[config.mk]
export PLATFORM = sky130hd
export DESIGN_NAME = mmio_initiator
export DESIGN_NICKNAME = d
export VERILOG_FILES = /design/src/rtl/mmio_initiator.sv
export SDC_FILE = /design/constraint.sdc
export NUM_CORES = 1
export LEC_CHECK = 0
export CORE_ASPECT_RATIO = 0.5
export CORE_MARGIN = 1.5
export CORE_UTILIZATION = 30
export CTS_BUF_LIST = sky130_fd_sc_hd__clkbuf_16
export DETAILED_ROUTE_END_ITERATION = 10
export PLACE_DENSITY = 0.63
export SYNTH_ARGS = -nofsm -noshare
export SYNTH_HDL_FRONTEND = slang
export SYNTH_SLANG_ARGS = --single-unit
[constraint.sdc]
create_clock -name main_clk -period 3.5 [get_ports main_clk]
set_clock_uncertainty 0.2 [all_clocks]
set_input_delay 0.7 -clock main_clk [delete_from_list [all_inputs] [get_ports main_clk]]
set_output_delay 0.7 -clock main_clk [all_outputs]
set_load 0.01 [all_outputs]
[src/rtl/mmio_initiator.sv]
// Bus master for the IO-mapped device bus: one load/store per request, each beat
// paced to the responder's address pipeline, misaligned words split into two bytes.
module mmio_initiator #(
    parameter int unsigned SETUP_CYCLES = 2
) (
    input  logic        main_clk,
    input  logic        reset,
    input  logic        req_valid,
    output logic        req_ready,
    input  logic        req_write,
    input  logic        req_byte,
    input  logic [31:0] req_addr,
    input  logic [15:0] req_wdata,
    output logic        rsp_valid,
    output logic [15:0] rsp_rdata,
    output logic [31:0] address_io,
    output logic [1:0]  control_io,
    output logic [15:0] data_in_io,
    input  logic [15:0] data_out_io
);

    localparam int unsigned CW = (SETUP_CYCLES > 0) ? $clog2(SETUP_CYCLES + 1) : 1;
    localparam logic [CW-1:0] LAST_SUB = CW'(SETUP_CYCLES);

    typedef enum logic [1:0] {IDLE, BEAT_A, BEAT_B, RESP} state_t;

    state_t        state, state_next;
    logic [CW-1:0] sub;
    logic          wr_q, byte_q, split_q;
    logic [31:0]   addr_q;
    logic [15:0]   wdata_q;
    logic [7:0]    byte_a_q;
    logic [15:0]   rdata_q;
    logic          accept, last_sub, in_beat;

    assign accept   = req_valid && req_ready;
    assign last_sub = (sub == LAST_SUB);
    assign in_beat  = (state == BEAT_A) || (state == BEAT_B);

    // req_ready is a flop loaded from the next state so it stays low through reset
    always_ff @(posedge main_clk or posedge reset) begin
        if (reset) begin
            state     <= IDLE;
            sub       <= '0;
            req_ready <= 1'b0;
        end else begin
            state     <= state_next;
            req_ready <= (state_next == IDLE);
            if (in_beat && !last_sub)
                sub <= sub + CW'(1);
            else
                sub <= '0;
        end
    end

    always_comb begin
        state_next = state;
        case (state)
            IDLE:    if (accept) state_next = req_addr[31] ? BEAT_A : RESP;
            BEAT_A:  if (last_sub) state_next = split_q ? BEAT_B : RESP;
            BEAT_B:  if (last_sub) state_next = RESP;
            RESP:    state_next = IDLE;
            default: state_next = IDLE;
        endcase
    end

    always_ff @(posedge main_clk or posedge reset) begin
        if (reset) begin
            wr_q     <= 1'b0;
            byte_q   <= 1'b0;
            split_q  <= 1'b0;
            addr_q   <= '0;
            wdata_q  <= '0;
            byte_a_q <= '0;
            rdata_q  <= '0;
        end else if (accept) begin
            wr_q    <= req_write;
            byte_q  <= req_byte;
            split_q <= !req_byte && req_addr[0];
            addr_q  <= req_addr;
            wdata_q <= req_wdata;
            rdata_q <= '0;
        end else if (last_sub && !wr_q) begin
            // Read data is sampled on the final sub-cycle, when the pipeline has settled
            if (state == BEAT_A) begin
                byte_a_q <= data_out_io[7:0];
                if (!split_q)
                    rdata_q <= byte_q ? {8'h00, data_out_io[7:0]} : data_out_io;
            end else if (state == BEAT_B) begin
                rdata_q <= {data_out_io[7:0], byte_a_q};
            end
        end
    end

    always_comb begin
        rsp_valid  = 1'b0;
        rsp_rdata  = '0;
        address_io = '0;
        control_io = '0;
        data_in_io = '0;
        case (state)
            BEAT_A: begin
                address_io = addr_q;
                control_io = {wr_q && last_sub, byte_q || split_q};
                data_in_io = wdata_q;
            end
            BEAT_B: begin
                address_io = addr_q + 32'd1;
                control_io = {wr_q && last_sub, 1'b1};
                data_in_io = {8'h00, wdata_q[15:8]};
            end
            RESP: begin
                rsp_valid = 1'b1;
                rsp_rdata = rdata_q;
            end
            default: ;
        endcase
    end

endmodule
==> results of run 1 <==
cells in the final DEF (no fill, tap or decap), types with 3 or more instances in the layout:
| cell type | netlist | final |
|---|---|---|
| nor4_4 | 1 | 3 |
| mux2i_1 | 12 | 12 |
| dfrtp_2 | 0 | 12 |
| and3_1 | 13 | 13 |
| clkdlybuf4s50_1 | 0 | 124 |
| nand3_1 | 21 | 18 |
| or3_1 | 3 | 3 |
| a211oi_1 | 17 | 17 |
| o21ai_0 | 20 | 20 |
| nor2_1 | 24 | 24 |
| o31ai_1 | 5 | 4 |
| and2_2 | 0 | 3 |
| a22o_1 | 10 | 10 |
| inv_1 | 10 | 8 |
| and2_1 | 26 | 21 |
| nor2b_1 | 10 | 10 |
| inv_6 | 0 | 3 |
| mux2_2 | 10 | 10 |
| dfrtp_1 | 80 | 68 |
| buf_4 | 0 | 34 |
| a21oi_1 | 17 | 17 |
| nand2_1 | 173 | 171 |
| o21ai_1 | 15 | 15 |
| ha_1 | 7 | 5 |
| a31oi_1 | 9 | 9 |
| nand4_1 | 13 | 13 |
| clkbuf_16 | 0 | 9 |
| dlymetal6s2s_1 | 0 | 12 |
registers in the layout (all words and copies together), names as in the netlist:
| register | count |
|---|---|
| byte_a_q | 8 |
| addr_q | 32 |
| byte_q | 1 |
| req_ready | 1 |
| split_q | 1 |
| rdata_q | 16 |
| state | 2 |
| wr_q | 1 |
| wdata_q | 16 |
| sub | 2 |
report_power, final:
group,internal (µW),leakage [µW],switching (µW)
Clock,561,0.000147,413
Combinational,1290,0.00203,1370
Sequential,1340,0.00100,396
Total,3190,0.00319,2180
final cells by class:
cell class | instances | area [µm²]
Tap cell | 198 | 248
Inverter | 10 | 38.8
Clock buffer | 9 | 225
Sequential cell | 80 | 2020
Multi-Input combinational cell | 436 | 2510
Fill cell | 1432 | 7940
Clock inverter | 7 | 77.6
Timing Repair Buffer | 172 | 1690
per-stage QoR:
stage	TNS (ps)	setup slack [ps]	cell area, µm²	std cells
global route	-68.9	-44.2	6800	912
CTS	0	3.49	6700	910
global placement	0	241	6270	884
finish	0	121	6800	912
detailed placement	0	218	6270	884
floorplan	0	548	4600	568
worst max-delay path: cells and delay by family, from the launching register on:
kind | cells | cell delay, ps
AOI/OAI and AO/OA | 2 | 310
buffers and inverters | 2 | 700
and+or+nand+nor | 3 | 700
DFF | 1 | 430
cell families (layout without fill, tap and decap cells):
logic type      count (synthesis)  after routing
simple gates                  303            303
fa+ha+maj                       7              7
buf+inv                        52            198
compound gates                104            104
flops                          80             80
mux                            22             22
how the worst max path moves through the flow:
stage / from / to / slack (ps) / cells after the start
detailed placement: addr_q[0]$_DFFE_PP0P_ / address_io[30] / 220 / 7
finish: addr_q[19]$_DFFE_PP0P_ / address_io[24] / 120 / 7
global route: addr_q[1]$_DFFE_PP0P_ / address_io[16] / -40 / 7
CTS: addr_q[5]$_DFFE_PP0P_ / address_io[29] / 3 / 6
global placement: addr_q[4]$_DFFE_PP0P_ / address_io[31] / 240 / 6
floorplan: reset / addr_q[0]$_DFFE_PP0P_ / 550 / 1
timing repair:
item,4_1_cts,5_1_grt
setup buffers,10,2
endpoints found under the setup margin,24,33
pin swaps,2,3
gates resized for setup,18,28
metal layers:
layer | vias up | track usage
met4 | 0 | 0.0486
met2 | 78 | 0.304
met5 | - | 0
met1 | 2189 | 0.243
li1 | 2236 | -
met3 | 14 | 0.0354
==> run summary, run 1 <==
Fraction of synthesized cell area taken by the top area cell type - 0.435
Topmost layer with routed signal wires - met4
Setup repair after global routing missed its margin - yes
Worst slew margin relative to its limit - 0.476
Initial antenna violation count - 0
Starting utilization of the core area - 0.312
Cell type with the highest aggregate area in the netlist - dfrtp_1
Fin. max-slew vios - 0
Class of the worst hold path - flop to flop
Number of nets still failing antenna checks after routing - 0
Yosys synthesis warning count - 0
Final Critical Period - 3380 ps
Worst-path fanout max - 5
Mean instance size in the synthesized netlist - 8.11 µm²
Clock Latency Late Sink - 340 ps
Reg-to-Reg Start - state[1]$_DFF_PP0_
Worst IR Drop VDD - 0.000352 V
Die boundary width - 178 µm
Tot Pwr - 5370 µW
Synth Cell Area - 0.00460 mm²
Area growth syn-to-layout - 47.7%
Worst Path Class, Setup - flop to output port
Slew at the pin closest to its max-slew limit - 785 ps
Portion of netlist area occupied by mux cells - 0.0505
Ordered list of cells on the worst path - and4_2 > and4_1 > buf_4 > and2_1 > a31oi_1 > a41o_1 > clkdlybuf4s50_1
Number of nets in the synthesized netlist - 644
Destination of the worst register-to-register timing path - rdata_q[3]$_DFFE_PP0P_
Share of final-layout standard cells stronger than drive strength 1 - 0.139
Met1 Wirelength - 6480 µm
Crit path required time - 2600 ps
Delay contributed by the slowest stage of the critical path - 540 ps
Gr ovfl total - 0
Total power divided by cell area - 790 mW/mm²
CP max-delay cell - clkdlybuf4s50_1
Kind of capture point of the worst setup path - output port
Final hold vios - 0
Vias post-DR - 4517
Count of unique library cells instantiated by Yosys - 43
Metal2 WL - 7050 µm
Synth Register Bits - 80
Ports placed on the boundary - 137
Overall die height - 90.6 µm
Synthesized-area fraction occupied by and/or/nand/nor cells - 0.307
Clock root buffer - clkbuf_16
Number of synthesized flops with an enable pin - 0
Vias per inst - 4.95
Number of buffers created by CTS - 9
Worst reg-to-reg setup slack - 1090 ps
Max Clock Freq - 296 MHz
Number of levels in the clock H-tree - 3
Post-synthesis instance total - 568
Reg2reg path depth - 8
Number of nets in the layout - 785
Result of the run - complete, no violations
First DRT Iteration DRCs - 292
Met3 wire len - 489 µm
Worst Hold Slack - 230 ps
Arrival time at the worst endpoint - 2480 ps
Number of global-route vias before repair - 4502
GPL Wtd Cong - 0.808
Final count of negative-setup-slack endpoints - 0
N_diodes - 0
Clock Sinks - 80
Pin count of the biggest net entering global routing - 48
Clock tree buffer depth - 2
Post-Synth XOR/XNOR Area - 0
Sequential element share of the synthesized area - 0.435
Most frequent cells after synthesis - nand2_1, dfrtp_1, clkbuf_1
Area fraction in compound gates after synthesis - 0.145
Worst hold stages - 1
Core ar. - 0.0147 mm²
Top cells by area in the synthesized netlist - dfrtp_1, nand2_1, and2_1
Max Cap Viol - 0
CTS hold repair buffers - 0
Most frequently used cell type in the post-synthesis netlist - nand2_1
Final period utilization - 0.966
Number of DRC violations after detailed routing - 0
DRT Pass-1 Iters - 4
Post-Synth Adder-Cell Area - 0.0190
Detailed-route wire length - 14200 µm
Placed wire-length estimate - 10200 µm
Wire length of the first global-routing pass - 23400 µm
Primary flip-flop cell chosen by synthesis mapping - dfrtp_1
Number of rows created at floorplan - 31
TritonCTS clock tree - built
Endpoint with the worst hold slack - sub[0]$_DFF_PP0_
Combinational family with the most area after synthesis - simple AND/OR/NAND/NOR gates
Global Route Usage Sum - 0.183
Source of the worst hold timing path - sub[0]$_DFF_PP0_
Startpoint kind of the worst setup timing path - flop
Proportion of synthesized flip-flops having asynchronous set or reset - 1.00
Area enclosed by the die boundary - 0.0161 mm²
Number of input and output port buffers inserted - 136
Detailed-route wire length per cell - 15.6 µm
Final cell utilization of the core - 0.461
Leakage dissipation - 0.00319 µW
Worst-path clk slew - 70 ps
Power figures use the tool's default switching activity.
==> inputs of run 2 (changes only) <==
- PLACE_DENSITY: 0.63 -> 0.52
==> run summary, run 2 (synthesis gave the netlist of run 1 again) <==
Logic gate share of total power - 0.510 (+0.014)
Number of DRC violations after detailed routing - 0 (unchanged)
Final cell utilization of the core - 0.461 (about the same)
Area growth syn-to-layout - 47.6% (about the same)
Final count of negative-setup-slack endpoints - 0 (unchanged)
Ordered list of cells on the worst path - nand3_1 > or4_4 > nor3_1 > o21ai_0 > a21o_1 > clkdlybuf4s50_1
Die boundary width - 178 µm (unchanged)
Final Critical Period - 3440 ps (+56.2 ps)
Delay contributed by the slowest stage of the critical path - 500 ps (-40 ps)
Detailed-route wire length per cell - 15.9 µm (+2.3%)
Reg with most FFs - addr_q
Global Route Usage Sum - 0.185 (+0.00215)
Ports placed on the boundary - 137 (unchanged)
Clock Latency Late Sink - 340 ps (about the same)
Clock root buffer - clkbuf_16
Pin count of the biggest net entering global routing - 53 (+10%)
Placed wire-length estimate - 10200 µm (about the same)
Number of rows created at floorplan - 31 (unchanged)
Number of input and output port buffers inserted - 136 (unchanged)
TritonCTS clock tree - built
Worst Path Class, Setup - flop to output port
Arrival time at the worst endpoint - 2540 ps (+60 ps)
Share of final-layout standard cells stronger than drive strength 1 - 0.138 (-0.000964)
Final period utilization - 0.982 (+0.0161)
Detailed-route wire length - 14600 µm (+2.9%)
Wire length of the first global-routing pass - 23600 µm (+0.71%)
Number of buffers created by CTS - 9 (unchanged)
Total cell area at the placement stage - 0.00628 mm² (+0.24%)
Slew at the pin closest to its max-slew limit - 733 ps (-52.0 ps)
Seq. cell area - 0.00201 mm² (-0.25%)
Number of nets in the layout - 790 (+0.64%)
Worst IR Drop VDD - 0.000327 V (-7.2%)
Initial antenna violation count - 0 (unchanged)
Most frequent standard cell in the layout excluding fill and tap cells - nand2_1
Post-route non-filler standard cell count - 917 (+0.55%)
Gr ovfl total - 0 (unchanged)
Total power divided by cell area - 791 mW/mm² (+0.11%)
Switch share - 0.414 (+0.00780)
Vias per inst - 4.90 (-1.1%)
Starting utilization of the core area - 0.312 (unchanged)
Max Cap Viol - 0 (unchanged)
Most used cells in the layout excluding fill and tap cells - nand2_1, clkdlybuf4s50_1, dfrtp_1, buf_4, nor2_1
Clock tree buffer depth - 2 (unchanged)
Clock network power share - 0.177 (-0.004)
Max Clock Freq - 291 MHz (-1.6%)
Core ar. - 0.0147 mm² (unchanged)
Largest regs - addr_q x32, rdata_q x16, wdata_q x16
Fin. max-slew vios - 0 (unchanged)
Clock Sinks - 80 (unchanged)
Startpoint kind of the worst setup timing path - flop
Design internal power - 3150 µW (-1.2%)
Tot Pwr - 5380 µW (about the same)
Worst-path clk slew - 70 ps (about the same)
Overall die height - 90.6 µm (unchanged)
Area enclosed by the die boundary - 0.0161 mm² (unchanged)
Setup repair after global routing missed its margin - yes
Number of global-route vias before repair - 4399 (-2.3%)
Vias post-DR - 4492 (-0.55%)
Number of nets still failing antenna checks after routing - 0 (unchanged)
Class of the worst hold path - flop to flop
Number of flip-flops in the largest register - 32 (unchanged)
CP max-delay cell - or4_4
Switching Power - 2230 µW (+2.0%)
Number of filler instances in the final layout - 1485 (+3.7%)
DRT Pass-1 Iters - 4 (unchanged)
N_diodes - 0 (unchanged)
Final hold vios - 0 (unchanged)
Worst Hold Slack - 228 ps (-2.03 ps)
Worst slew margin relative to its limit - 0.511 (+0.0343)
Result of the run - complete, no violations
Register share of total power - 0.314 (-0.009)
Crit path required time - 2600 ps (about the same)
Leakage dissipation - 0.00310 µW (-2.6%)
Number of levels in the clock H-tree - 3 (unchanged)
First DRT Iteration DRCs - 275 (-5.8%)
Cell total after placement - 886 (+0.23%)
Worst-path fanout max - 6 (+1)
Area of the multi-input gates - 0.00250 mm² (-0.30%)
GPL Wtd Cong - 0.780 (-3.5%)
Kind of capture point of the worst setup path - output port
CTS hold repair buffers - 0 (unchanged)
Non-Filler Cell Area, Final - 0.00680 mm² (about the same)
==> run 2: cell types whose count changed in the layout (fill, tap and decap cells not counted), sizes merged, moves of 3 or more <==
cell	delta
dlygate4sd2	+4
buf	+5
clkdlybuf4s50	+3
dlymetal6s2s	-7
==> run 2: stage by stage <==
stage	setup slack [ps]	TNS, ps
2_1_floorplan	548	0
3_3_place_gp	112	0
3_5_place_dp	112	0
4_1_cts	-23.1	-23.1
5_1_grt	-69.9	-172
6_report	64.5	0
==> run 2: worst paths after layout <==
path                                                 to  depth (start not counted)  slack, ps                   from
worst min register to register         sub[0]$_DFF_PP0_                          1        230       sub[0]$_DFF_PP0_
max in group asynchronous        wdata_q[3]$_DFFE_PP0P_                          3       1890                  reset
worst min-delay path                   sub[0]$_DFF_PP0_                          1        230       sub[0]$_DFF_PP0_
worst max-delay path                     address_io[27]                          6         60  addr_q[6]$_DFFE_PP0P_
min in group asynchronous         addr_q[3]$_DFFE_PP0P_                          2        530                  reset
worst max register to register  rdata_q[13]$_DFFE_PP0P_                          6        920     state[1]$_DFF_PP0_
==> run 2: layout make-up <==
| type | instances | area share |
|---|---|---|
| repair buffers | 177 | 0.250 |
| clock buffers | 9 | 0.0331 |
| inverters | 10 | 0.00571 |
| multi-input cells | 436 | 0.368 |
| clock inverters | 7 | 0.0109 |
| flip-flops and latches | 80 | 0.296 |
| well taps | 198 | 0.0364 |
==> run 2: layer usage <==
layer | vias up | track usage | part of all wire
met5 | - | 0 | 0
met4 | 0 | 0.0313 | 0.0037
met3 | 6 | 0.0391 | 0.043
met2 | 74 | 0.302 | 0.47
met1 | 2175 | 0.255 | 0.49
li1 | 2237 | - | -
==> run 2: critical path: cells and delay by family, from the launching register on <==
kind            cells  cell delay, ps
simple gates        3             910
flops               1             480
buf+inv             1             480
compound gates      2             330
==> run 2: repair_timing <==
| action | in CTS | in global routing |
|---|---|---|
| gates resized for setup | 24 | 14 |
| pin swaps | 4 | 3 |
| setup buffers | 13 | 2 |
| endpoints found under the setup margin | 35 | 17 |
==> run 2: power groups by stage <==
stage | sequential [µW] | clock (µW) | combinational, µW
after floorplan | 1600 | 0 | 1500
after global placement | 1720 | 0 | 2550
after detailed placement | 1730 | 0 | 2570
after CTS | 1680 | 973 | 2760
after global routing | 1750 | 1020 | 3040
final | 1690 | 952 | 2740
==> inputs of run 3 (changes only) <==
- MAX_ROUTING_LAYER: not set -> met4
==> run summary, run 3 (synthesis gave the netlist of run 1 again) <==
Switch share - 0.414 (about the same)
Startpoint kind of the worst setup timing path - flop
Worst-path fanout max - 6 (unchanged)
Tot Pwr - 5380 µW (about the same)
Design internal power - 3150 µW (about the same)
Worst Hold Slack - 228 ps (-0.0170 ps)
Leakage dissipation - 0.00310 µW (unchanged)
Delay contributed by the slowest stage of the critical path - 500 ps (about the same)
Clock tree buffer depth - 2 (unchanged)
Worst slew margin relative to its limit - 0.495 (-0.0155)
Clock network power share - 0.177 (about the same)
Area enclosed by the die boundary - 0.0161 mm² (unchanged)
Register share of total power - 0.313 (about the same)
Area growth syn-to-layout - 47.6% (unchanged)
Class of the worst hold path - flop to flop
M3 GR Usage - 0.0370 (-0.00210)
Ordered list of cells on the worst path - nand3_1 > or4_4 > nor3_1 > o21ai_0 > a21o_1 > clkdlybuf4s50_1
Number of rows created at floorplan - 31 (unchanged)
Crit path required time - 2600 ps (about the same)
CTS hold repair buffers - 0 (unchanged)
Pin count of the biggest net entering global routing - 53 (unchanged)
Clock Latency Late Sink - 340 ps (about the same)
CP max-delay cell - or4_4
Total power divided by cell area - 791 mW/mm² (about the same)
Most used cells in the layout excluding fill and tap cells - nand2_1, clkdlybuf4s50_1, dfrtp_1, buf_4, nor2_1
Arrival time at the worst endpoint - 2540 ps (about the same)
Gr ovfl total - 0 (unchanged)
Detailed-route wire length - 14600 µm (-0.40%)
Result of the run - complete, no violations
Worst-path clk slew - 70 ps (about the same)
Number of nets still failing antenna checks after routing - 0 (unchanged)
Largest regs - addr_q x32, rdata_q x16, wdata_q x16
Placed wire-length estimate - 10200 µm (unchanged)
Number of levels in the clock H-tree - 3 (unchanged)
Worst Path Class, Setup - flop to output port
Logic gate share of total power - 0.510 (about the same)
Die boundary width - 178 µm (unchanged)
Share of final-layout standard cells stronger than drive strength 1 - 0.138 (unchanged)
N_diodes - 0 (unchanged)
Number of DRC violations after detailed routing - 0 (unchanged)
Final hold vios - 0 (unchanged)
Most crowded layer after global routing - met2
Reg with most FFs - addr_q
Overall die height - 90.6 µm (unchanged)
Kind of capture point of the worst setup path - output port
Vias per inst - 4.90 (about the same)
Clock Sinks - 80 (unchanged)
Final Critical Period - 3440 ps (+6.74 ps)
Sum of buffers and inverters on the critical path - 1 (unchanged)
Number of buffers created by CTS - 9 (unchanged)
Final count of negative-setup-slack endpoints - 0 (unchanged)
Most frequent standard cell in the layout excluding fill and tap cells - nand2_1
Switching Power - 2220 µW (about the same)
Met2 capacity usage during global routing - 0.303 (+0.000649)
GPL Wtd Cong - 0.791 (+1.4%)
Initial antenna violation count - 0 (unchanged)
Ports placed on the boundary - 137 (unchanged)
Max Cap Viol - 0 (unchanged)
Vias post-DR - 4496 (+0.089%)
Global Route Usage Sum - 0.191 (+0.00559)
Core ar. - 0.0147 mm² (unchanged)
Clock root buffer - clkbuf_16
Worst IR Drop VDD - 0.000325 V (-0.61%)
Number of nets in the layout - 790 (unchanged)
Slew at the pin closest to its max-slew limit - 756 ps (+23.2 ps)
Starting utilization of the core area - 0.312 (unchanged)
Setup repair after global routing missed its margin - yes
Number of input and output port buffers inserted - 136 (unchanged)
Final period utilization - 0.983 (+0.00193)
Number of flip-flops in the largest register - 32 (unchanged)
Number of global-route vias before repair - 4400 (+0.023%)
Family of cells with the greatest summed delay on the critical path - simple AND/OR/NAND/NOR gates
First DRT Iteration DRCs - 277 (+0.73%)
DRT Pass-1 Iters - 4 (unchanged)
Max Clock Freq - 291 MHz (-0.20%)
Met1 track utilization from global routing - 0.256 (+0.00132)
Fin. max-slew vios - 0 (unchanged)
Detailed-route wire length per cell - 15.9 µm (-0.40%)
Wire length of the first global-routing pass - 23600 µm (unchanged)
TritonCTS clock tree - built
[run 3: cell counts in the layout (fill, tap and decap cells not counted)]
Identical to the previous run, type by type.
[run 3: routing by layer]
metal / share of wire / up-vias
li1: - / 2238
met1: 0.48 / 2175
met2: 0.47 / 76
met3: 0.046 / 7
met4: 0.0039 / 0
met5: 0 / -
[run 3: power by group through the flow]
stage | Sequential [µW] | Combinational, µW | Clock (µW)
3_5_place_dp | 1730 | 2570 | 0
2_1_floorplan | 1600 | 1500 | 0
5_1_grt | 1750 | 3040 | 1020
3_3_place_gp | 1720 | 2550 | 0
6_report | 1680 | 2740 | 951
4_1_cts | 1680 | 2760 | 973
[run 3: worst paths after layout]
path / cells after the start / from / slack, ps / end
worst max-delay path: 6 / addr_q[6]$_DFFE_PP0P_ / 60 / address_io[27]
worst min-delay path: 1 / sub[0]$_DFF_PP0_ / 230 / sub[0]$_DFF_PP0_
worst max register to register: 6 / state[1]$_DFF_PP0_ / 890 / rdata_q[13]$_DFFE_PP0P_
worst min register to register: 1 / sub[0]$_DFF_PP0_ / 230 / sub[0]$_DFF_PP0_
max in group asynchronous: 3 / reset / 1900 / wdata_q[3]$_DFFE_PP0P_
min in group asynchronous: 2 / reset / 530 / addr_q[3]$_DFFE_PP0P_
[run 3: layout make-up]
| cell class | count | area (µm²) |
|---|---|---|
| Clock buffer | 9 | 225 |
| Clock inverter | 7 | 73.8 |
| Fill cell | 1485 | 7940 |
| Inverter | 10 | 38.8 |
| Multi-Input combinational cell | 436 | 2500 |
| Sequential cell | 80 | 2010 |
| Tap cell | 198 | 248 |
| Timing Repair Buffer | 177 | 1700 |
[run 3: per-stage QoR]
stage / setup WS, ps / TNS, ps / utilization / instances / cell area (µm²)
after floorplan: 548 / 0 / - / 568 / 4600
after global placement: 112 / 0 / 0.426 / 886 / 6280
after detailed placement: 112 / 0 / 0.426 / 886 / 6280
after CTS: -23.1 / -23.1 / 0.458 / 915 / 6740
after global routing: -69.9 / -172 / 0.461 / 917 / 6800
final: 57.8 / 0 / 0.461 / 917 / 6800
[run 3: what timing repair did]
item / in CTS / in global routing
setup endpoints to repair: 35 / 17
resized for setup: 24 / 14
buffers inserted: 13 / 2
pin swaps: 4 / 3
==> patch (config.mk and constraints of run 1) <==
`SETUP_CYCLES`: 2 -> 4.
--- a/src/rtl/mmio_initiator.sv
+++ b/src/rtl/mmio_initiator.sv
@@ -2,5 +2,5 @@
 // paced to the responder's address pipeline, misaligned words split into two bytes.
 module mmio_initiator #(
-    parameter int unsigned SETUP_CYCLES = 2
+    parameter int unsigned SETUP_CYCLES = 4
 ) (
     input  logic        main_clk,
Behaviour: not the same (a bounded check fails within 10 cycles, from zero or initial values and one cycle with reset high).
==> patch against run 1 <==
Worst setup slack got worse by 0.018 ns; wire length increased by 4.1%; synthesized area rose by 6.1%; synthesized cell count up 3.9%; total power is 1.3% higher; clock power is 2.9% lower; sequential cell count up 1; worst hold slack improved by 0.048 ns; sequential share of layout area fell by 0.41 points; first-iteration DRC count shrank 21%; combinational power increased by 3%; final area rose by 2.6%; register-to-register slack lost 0.14 ns; highest routed layer unchanged.
==> patch: results (changes against run 1) <==
status - complete, no violations
wire per inst - 15.6 microns (-0.17%)
initial DRC count - 232 (-21%)
sequential element share of the synthesized area - 0.415 (-0.0200)
vias in the first global route - 4566 (+1.4%)
complex-gate fraction of the synthesized area - 0.168 (+0.0228)
dpl hpwl - 10400 microns (+2.6%)
Max-slew headroom - 0.459 (-0.0177)
CTS Buffer Depth - 2 (unchanged)
diodes inserted - 0 (unchanged)
Pre-antenna DRT Iters - 5 (+1)
Vias - 4741 (+5.0%)
P_leak - 3.05 nW (-4.3%)
worst skew pair latency - 0.34 ns (about the same)
CP arrival - 2.50 ns (+0.02 ns)
Global Route Usage Sum - 0.172 (-0.0107)
cts repair resizes - 10 (-8)
Root Driver - clkbuf_16
share of cells above drive strength 1 - 0.136 (-0.00304)
Post-CTS Setup Bufs - 3 (-7)
global-route wire length before repair - 23400 microns (-0.12%)
routability cong. - 0.843 (+4.3%)
Post-synth top cells - nand2_1, dfrtp_1, nor2_1
Clock Pin Slew Worst Setup and Hold Paths - 0.07 ns (about the same)
slowest stage delay, CP - 0.61 ns (+0.07 ns)
distinct cell type count after synthesis - 57 (+33%)
# fillers - 1557 (+8.7%)
mux contribution to synthesized area - 0.0412 (-0.00932)
adder-cell share of the synthesized area - 0.0205 (+0.00146)
Post-layout nets - 802 (+2.2%)
Area contributors post-synth - dfrtp_1, nand2_1, o21ai_0, and2_1, and3_1
Placed Instance Area - 0.00650 sq mm (+3.6%)
synthesized net count - 667 (+3.6%)
peak supply drop - 0.276 mV (-22%)
largest net degree at the start of global routing - 51 (+6.3%)
Num CTS Buffers - 9 (unchanged)
Max FO, Critical Path - 17 (+12)
Top delay family on crit path - buffers and inverters
top flop regs - addr_q (32), rdata_q (16), wdata_q (16)
## patch: changes by cell type after synthesis, sizes merged, moves of 6 or more
cell          run 1  this run
o21ai            35        29
and3             13        20
nor2             24        31
nand3            21        14
buf              12        22
## patch: final timing paths
path	start	end	slack [ns]	depth (start not counted)
setup / recovery	state[0]	address_io[28]	0.10	8
hold / removal	wdata_q[4]	wdata_q[4]	0.28	2
setup reg to reg	state[1]	byte_a_q[7]	0.95	6
hold reg to reg	wdata_q[4]	wdata_q[4]	0.28	2
max in group asynchronous	reset	rdata_q[13]	1.86	3
min in group asynchronous	reset	addr_q[6]	0.58	2
## patch: power breakdown
part | switching [W] | internal [W]
combinational | 0.00141 | 0.00132
sequential | 0.000429 | 0.00134
clock | 0.000443 | 0.000502
## patch: through the flow
stage                     hold WS, ns   util  setup TNS [ns]  instances  setup slack [ns]
final                           0.278  0.446               0        951             0.103
after global routing            0.287  0.446         -0.0842        951           -0.0503
after CTS                       0.282  0.438               0        940           0.00693
after detailed placement        0.265  0.415               0        921             0.203
after global placement          0.268  0.415               0        921             0.264
after floorplan                 0.247      -               0        590             0.520
## patch: worst reg2reg max path: cells and delay by family, from the launching register on
family                   cells  cell delay (ns)
multiplexers                 1             0.41
buffers and inverters        2             0.51
AND/OR/NAND/NOR              2             0.75
flip-flops                   1             0.38
adder cells (fa/ha/maj)      1             0.20
## patch: area by class of cell
type | count | share of cell area
Sequential cell | 81 | 0.293
Inverter | 11 | 0.00610
Clock inverter | 7 | 0.0100
Timing Repair Buffer | 172 | 0.239
Multi-Input combinational cell | 450 | 0.380
Tap cell | 221 | 0.0396
Clock buffer | 9 | 0.0323
## patch: per-layer routing
layer | track usage | share of wire
met1 | 0.230 | 0.47
met2 | 0.290 | 0.49
met4 | 0.0423 | 0.0079
met5 | 0 | 0
met3 | 0.0304 | 0.036
